===== src/rtl/fetch_pkg.sv =====
// fetch_pkg: shared types and constants for the instruction-fetch stage
package fetch_pkg;
  localparam int XLEN = 16;
  localparam int INSN_BYTES = 2;
  localparam logic [XLEN-1:0] NOP_INSN = 16'h0000;
  typedef enum logic [1:0] {IDLE, REQ, WAIT, DROP} state_t;
endpackage


===== src/rtl/fetch_buffer.sv =====
// fetch_buffer: flushable FIFO of {pc, ir} pairs feeding the IF/ID register
module fetch_buffer import fetch_pkg::*; #(
  parameter int DEPTH = 2,
  localparam int AW = $clog2(DEPTH),
  localparam int CW = AW + 1
) (
  input  logic            clk,
  input  logic            reset,
  input  logic            flush,
  input  logic            push,
  input  logic            pop,
  input  logic [XLEN-1:0] push_pc,
  input  logic [XLEN-1:0] push_ir,
  output logic [CW-1:0]   count,
  output logic            valid,
  output logic [XLEN-1:0] head_pc,
  output logic [XLEN-1:0] head_ir
);
  logic [XLEN-1:0] pcs [DEPTH];
  logic [XLEN-1:0] irs [DEPTH];
  logic [AW-1:0] rd, wr;
  always_ff @(posedge clk or posedge reset)
    if (reset) begin
      rd <= '0;
      wr <= '0;
      count <= '0;
    end else if (flush) begin
      rd <= '0;
      wr <= '0;
      count <= '0;
    end else begin
      if (push) wr <= wr + 1'b1;
      if (pop) rd <= rd + 1'b1;
      count <= count + CW'(push) - CW'(pop);
    end
  always_ff @(posedge clk)
    if (push && !flush) begin
      pcs[wr] <= push_pc;
      irs[wr] <= push_ir;
    end
  // empty head presents a NOP bubble rather than stale storage
  always_comb begin
    valid = count != '0;
    head_pc = valid ? pcs[rd] : '0;
    head_ir = valid ? irs[rd] : NOP_INSN;
  end
endmodule


===== src/rtl/fetch_stage.sv =====
// fetch_stage: fetch PC and single-outstanding imem FSM producing the {pc, pc+2, ir} head
module fetch_stage import fetch_pkg::*; #(
  parameter logic [XLEN-1:0] RESET_PC = 16'h0000,
  parameter int BUF_DEPTH = 2
) (
  input  logic            clk,
  input  logic            reset,
  input  logic            jump,
  input  logic [XLEN-1:0] new_pc,
  input  logic            stall,
  output logic            imem_req,
  output logic [XLEN-1:0] imem_addr,
  input  logic            imem_ready,
  input  logic            imem_rvalid,
  input  logic [XLEN-1:0] imem_rdata,
  output logic            valid_out,
  output logic [XLEN-1:0] pc_out,
  output logic [XLEN-1:0] pcp2_out,
  output logic [XLEN-1:0] ir_out
);
  localparam int CW = $clog2(BUF_DEPTH) + 1;
  localparam logic [CW-1:0] FULL = CW'(BUF_DEPTH);
  localparam logic [XLEN-1:0] STEP = XLEN'(INSN_BYTES);
  state_t state, next;
  logic [XLEN-1:0] fetch_pc, req_pc, target;
  logic [CW-1:0] count, post;
  logic accept, push, pop;
  fetch_buffer #(.DEPTH(BUF_DEPTH)) buffer (
    .clk(clk), .reset(reset), .flush(jump), .push(push), .pop(pop),
    .push_pc(req_pc), .push_ir(imem_rdata), .count(count),
    .valid(valid_out), .head_pc(pc_out), .head_ir(ir_out)
  );
  // a redirect leaves IDLE/DROP transitions alone so DROP still retires its response
  always_comb begin
    target = {new_pc[XLEN-1:1], 1'b0};
    accept = state == REQ && imem_ready;
    push = state == WAIT && imem_rvalid && !jump;
    pop = valid_out && !stall;
    post = count + CW'(push) - CW'(pop);
    imem_req = state == REQ;
    imem_addr = fetch_pc;
    pcp2_out = valid_out ? pc_out + STEP : '0;
    next = state;
    case (state)
      IDLE: next = count < FULL ? REQ : IDLE;
      REQ:  next = imem_ready ? (jump ? DROP : WAIT) : REQ;
      WAIT: next = imem_rvalid ? (jump || post < FULL ? REQ : IDLE) : (jump ? DROP : WAIT);
      DROP: next = imem_rvalid ? (count < FULL ? REQ : IDLE) : DROP;
    endcase
  end
  always_ff @(posedge clk or posedge reset)
    if (reset) state <= IDLE;
    else state <= next;
  always_ff @(posedge clk or posedge reset)
    if (reset) begin
      fetch_pc <= RESET_PC;
      req_pc <= RESET_PC;
    end else begin
      fetch_pc <= jump ? target : accept ? fetch_pc + STEP : fetch_pc;
      if (accept) req_pc <= fetch_pc;
    end
endmodule


===== config.mk =====
export PLATFORM = sky130hd
export DESIGN_NAME = fetch_stage
export DESIGN_NICKNAME = d
export VERILOG_FILES = /design/src/rtl/fetch_pkg.sv /design/src/rtl/fetch_buffer.sv /design/src/rtl/fetch_stage.sv
export SDC_FILE = /design/constraint.sdc
export NUM_CORES = 1
export LEC_CHECK = 0
export ABC_AREA = 0
export CAP_MARGIN = 40
export CORE_ASPECT_RATIO = 1.2
export CORE_UTILIZATION = 45
export CTS_CLUSTER_SIZE = 20
export DETAILED_ROUTE_END_ITERATION = 10
export HOLD_SLACK_MARGIN = 0.08
export PLACE_DENSITY = 0.82
export SLEW_MARGIN = 15
export SYNTH_ARGS = -nofsm -noshare
export SYNTH_HDL_FRONTEND = slang
export SYNTH_HIERARCHICAL = 1
export SYNTH_SLANG_ARGS = --single-unit

===== constraint.sdc =====
create_clock -name clk -period 5.1 [get_ports clk]
set_input_delay 1.02 -clock clk [delete_from_list [all_inputs] [get_ports clk]]
set_output_delay 1.02 -clock clk [all_outputs]
set_load 0.005 [all_outputs]

-- Word level (Yosys, flattened, before mapping)
Memories as Yosys holds them, arrays and structs flattened.
Cells that the tools add are included.
- RAM bits: 64
- memory bits (read-only): 0
- bits in latches: 0
- output and inout bits: 66
- logic and storage cells: 51
- input port bits: 38
- memories kept: 2
- register bits after elaboration: 38
- bitwise operators: 0
- div/mod/pow operators: 0
- $mul: 0
- reductions and logical operators: 13
- shift-type cells: 0
- $lt $le $gt $ge: 2
- eq/ne operators: 3
- mux-type cells: 19
- add/sub/neg operators: 6
- memory list (memory ; depth ; width ; rd ports ; clocked after memory_dff ; write ports ; line ; text):
    buffer.irs ; 2 ; 16 ; 1 ; 0 ; 1 ; fetch_buffer.sv:20 ; logic [XLEN-1:0] irs [DEPTH];
    buffer.pcs ; 2 ; 16 ; 1 ; 0 ; 1 ; fetch_buffer.sv:19 ; logic [XLEN-1:0] pcs [DEPTH];
- operator list (cell ; number):
    $mux 16 ; 5
    $add 16x2->16 const B ; 2
    $mux 1 ; 9
    $mux 2 ; 4
    $pmux 2 s4 ; 1
    $reduce_bool 2->1 ; 4
    $logic_and 1x1->1 ; 5
    $eq 2x2->1 const B ; 2
    $lt 2x2->1 const B ; 2
    $add 1x1->1 const B ; 2
    $add 2x1->2 ; 1
    $eq 2x1->1 const B ; 1
    $logic_not 1->1 ; 2
    $logic_not 2->1 ; 1
    $sub 2x1->2 ; 1
    $logic_or 1x1->1 ; 1

-- Longest topological paths before layout
- word-level depth: 10
- depth in mapped cells: 11
- depth with buffers taken out: 10

-- By module
The synthesis kept the hierarchy.
- by module, submodules not included (module ; cells each ; instances ; area each (um^2) ; seq. area each (um^2)):
    fetch_buffer ; 155 ; 1 ; 2667.6 ; 2021.9
    fetch_stage ; 236 ; 1 ; 2048.2 ; 800.8

-- Worst setup path after synthesis
Ideal clock, no wire load.
- kind: input to register
- start point: in jump
- end point: mem buffer.irs[1][0], enable pin
- path buffers: 2
- data required time: 4.632 ns
- library setup time: 0.468 ns
- arrival time: 4.139 ns
- slack: 0.493 ns
- stages on the path: 7
- cells stage by stage: buf_2 > buf_2 > nor3_1 > nand2_1 > inv_1 > inv_1 > nor3b_1
- cells in the longest elaborated chain, start to end: 5
- RTL lines (what ; line ; text):
    start: declaration ; fetch_stage.sv:8 ; input logic jump,
    $logic_not 1->1 ; fetch_stage.sv:37 ; push = state == WAIT && imem_rvalid && !jump;
    $logic_and 1x1->1 ; fetch_stage.sv:37 ;
    net push ; fetch_stage.sv:27 ; logic accept, push, pop;
    $logic_and 1x1->1 ; fetch_buffer.sv:37 ; if (push && !flush) begin
    $mux 1 ; fetch_buffer.sv:37 ;
    $mux 1 (not written as such) ; fetch_buffer.sv:39 ; irs[wr] <= push_ir;
    end: declaration ; fetch_buffer.sv:20 ;
The timed path passes the listed nets, and every way through them passes these cells.

-- Worst setup path after layout
- start point: reg buffer.rd
- end point: out pcp2_out[15]
- cells in the longest elaborated chain, start to end: 4
- RTL lines (what ; line ; text):
    start: declaration ; fetch_buffer.sv:21 ; logic [AW-1:0] rd, wr;
    start signal: assignment ; fetch_buffer.sv:33 ; if (pop) rd <= rd + 1'b1;
    $mem_v2 2x16 ; -- ;
    $mux 16 ; fetch_buffer.sv:44 ; head_pc = valid ? pcs[rd] : '0;
    $add 16x2->16 ; fetch_stage.sv:42 ; pcp2_out = valid_out ? pc_out + STEP : '0;
    $mux 16 ; fetch_stage.sv:42 ;
    end: declaration ; fetch_stage.sv:18 ; output logic [XLEN-1:0] pcp2_out,
Every way passes these cells.

==> impl_metrics.yaml <==
status:
  status: "complete, no violations"
worst_setup_path:
  cp_data_arrival_time_ps: 3090
  crit_fanout: 18
  worstReg2RegStart: "buffer/count[1]"
  rr_worst_depth: 8
  r2r_slack_ps: 2540
  cp.required_ps: 4080
  critPathKind: "register to output pin"
  r2r_end: "buffer/count[1]"
  critPathLaunchType: "register"
  critPathCaptureType: "output pin"
  cp-startpoint: "buffer/rd"
timing:
  finalHoldViolCount: 0
  maxSlewViolCount: 0
  max_freq_mhz: 243
  setup_violations: 0
  skew_ps: 3.83
  rsz0062_at_grt: "no"
  worstMarginPinSlew_ps: 769
  timing.final.crit_share_pct: 80.7
  worst_slack_ps: 986
  fin_tns_setup_ps: 0
  maxSlewHeadroom_pct: 48.6
  holdWs_ps: 475
  min_period_ps: 4110
clock_tree:
  cts_tree: "done"
  postCtsHoldBufs: 0
  clk_latency_ps: 330
  cts-buffers-inserted: 9
  cts_resized: 0
  cts_setup_buffers: 0
  cts-root-buf: "clkbuf_16"
  clk_pin_slew_ps: 60
  h-tree-depth: 3
  ctsLongestPathBuffers: 2
  cts_num_sinks: 100
place:
  hpwl_um: 6890
  routabilityCongestion: 0.807
  placed_cells: 608
  placed_cell_area_mm2: 0.00583
  pre_cts_ws_ps: 1330
  port_buffers: 101
global_routing:
  grt_pass1_wl_um: 15900
  overflow: 0
  grt_pass1_vias: 3332
  grt_max_degree: 44
  antenna_found_initial: 0
  grt_use_total_pct: 19.1
die:
  start_util_pct: 46.6
  die-height_um: 114
  ioPinCount: 104
  fp.dieW_um: 95.5
  fp.dieArea_mm2: 0.0109
  core_area_mm2: 0.0101
  std_cell_rows: 40
pwr:
  power_density_mw_per_mm2: 383
  intPower_mw: 1.71
  vdd_ir_drop_max_uv: 189
  p_sw_mw: 0.645
  leakage_nw: 2.24
  combPwrFrac_pct: 22.4
  finalPower_mw: 2.35
  switching_share_pct: 27.4
  power_frac_clock_pct: 30.1
  seqPwrFrac_pct: 47.5
min_path:
  min_from: "req_pc[14]"
  hp-class: "register to register"
  min_path_cells: 0
  min_to: "buffer/pcs[0][14]"
synthesis:
  synth-seq-cells: 100
  netlist.area_leader.share_pct: 40.8
  syn_area_mm2: 0.00472
  synth_cell_type_count: 48
  yosys_most_used_dff: "edfxtp_1"
  synth_commonest_cells: "edfxtp_1, nand2_1, nor2_1"
  synth_area_leaders: "edfxtp_1, dfrtp_1, mux2i_1"
  avgSynthCellArea_um2: 12.1
  yosysTopAreaCell: "edfxtp_1"
  synth_edf_count: 64
  yosysWarnings: 6
  syn_inst: 391
  async_reset_ff_share_pct: 36.0
  seq_area_frac_synth_pct: 59.9
route:
  top_layer: "met4"
  drt-wirelength-per-cell_um: 15.4
  drt-met1-wl_um: 3950
  avgViaCountPerCell: 5.25
  drtIter0Drc: 180
  drtPass1Iterations: 4
  wl_met3_um: 464
  met2WireLength_um: 5070
  vias: 3277
  wl_um: 9640
  ant_nets: 0
  drc: 0
layout:
  area_delta_synth_final_pct: 30.4
  fin_util_pct: 60.8
  post-route-cell-area_mm2: 0.00615
  fillCellCount: 779
  finalNetCount: 536
  layout-drive-gt1-share_pct: 8.03
  final_cells: 624
  diodes: 0
run:
  maxCapViolations: 0
[worst max-delay path: stages, from the launching register on]
cell	delay [ps]
dfrtp_2	680
mux2i_1	140
nor2_1	350
ha_1	380
nand3_2	110
or4_1	400
a21boi_1	160
clkdlybuf4s50_1	520
[worst max path at each step]
| stage | end | slack (ps) | cells after the start |
|---|---|---|---|
| 2_1_floorplan | buffer/irs[1][0] | 490 | 7 |
| 3_3_place_gp | pcp2_out[15] | 1370 | 7 |
| 3_5_place_dp | pcp2_out[15] | 1330 | 7 |
| 4_1_cts | pcp2_out[15] | 950 | 7 |
| 5_1_grt | pcp2_out[15] | 750 | 7 |
| 6_report | pcp2_out[15] | 990 | 7 |
[power by group through the flow]
stage | combinational [mW] | clock (mW) | sequential [mW]
5_1_grt | 0.581 | 0.757 | 1.13
4_1_cts | 0.533 | 0.723 | 1.12
2_1_floorplan | 0.414 | 0 | 1.06
3_3_place_gp | 0.506 | 0 | 1.12
6_report | 0.527 | 0.708 | 1.12
3_5_place_dp | 0.524 | 0 | 1.13
[registers in the layout, indices dropped and copies added (netlist names)]
register      cells
buffer/count      2
buffer/irs       32
buffer/pcs       32
buffer/rd         1
buffer/wr         1
imem_addr        15
req_pc           15
state             2
[layer usage]
metal | vias up | track usage [%]
li1 | 1584 | -
met3 | 11 | 4.91
met4 | 0 | 6.67
met1 | 1591 | 22.9
met5 | - | 0
met2 | 91 | 33.1
[area by class of cell]
type | instances | area, um^2 | share of cell area [%]
Clock inverter | 5 | 76.3 | 1.24
Inverter | 10 | 37.5 | 0.611
Clock buffer | 11 | 243 | 3.95
Timing Repair Buffer | 108 | 1080 | 17.6
Sequential cell | 100 | 2820 | 45.9
Tap cell | 126 | 158 | 2.56
Multi-Input combinational cell | 264 | 1730 | 28.1
[cell families after synthesis]
| group | after synthesis | synth area share [%] |
|---|---|---|
| flops | 100 | 59.9 |
| fa+ha+maj | 5 | 1.33 |
| simple gates | 171 | 19.1 |
| buf+inv | 29 | 3.93 |
| xor+xnor | 23 | 4.56 |
| mux | 34 | 7.22 |
| compound gates | 28 | 3.95 |
| other cells | 1 | 0.0795 |
[placed cells by master, fill, tap and decap left out, drive strengths merged, types with 2 or more instances in the layout]
cell type,instances
nand2,64
and2,11
nor3b,5
nand4,13
nor2b,5
edfxtp,64
conb,3
inv,10
buf,7
xnor2,14
dfrtp,36
a221o,4
nor4,8
nor2,42
clkinv,2
ha,5
clkbuf,11
nand3,9
o21ai,14
xor2,8
mux2i,34
clkdlybuf4s50,101
bufinv,2
nand4b,2
a21boi,2
o31ai,2
nor3,6
No activity file was read; power rests on OpenSTA's default activity.
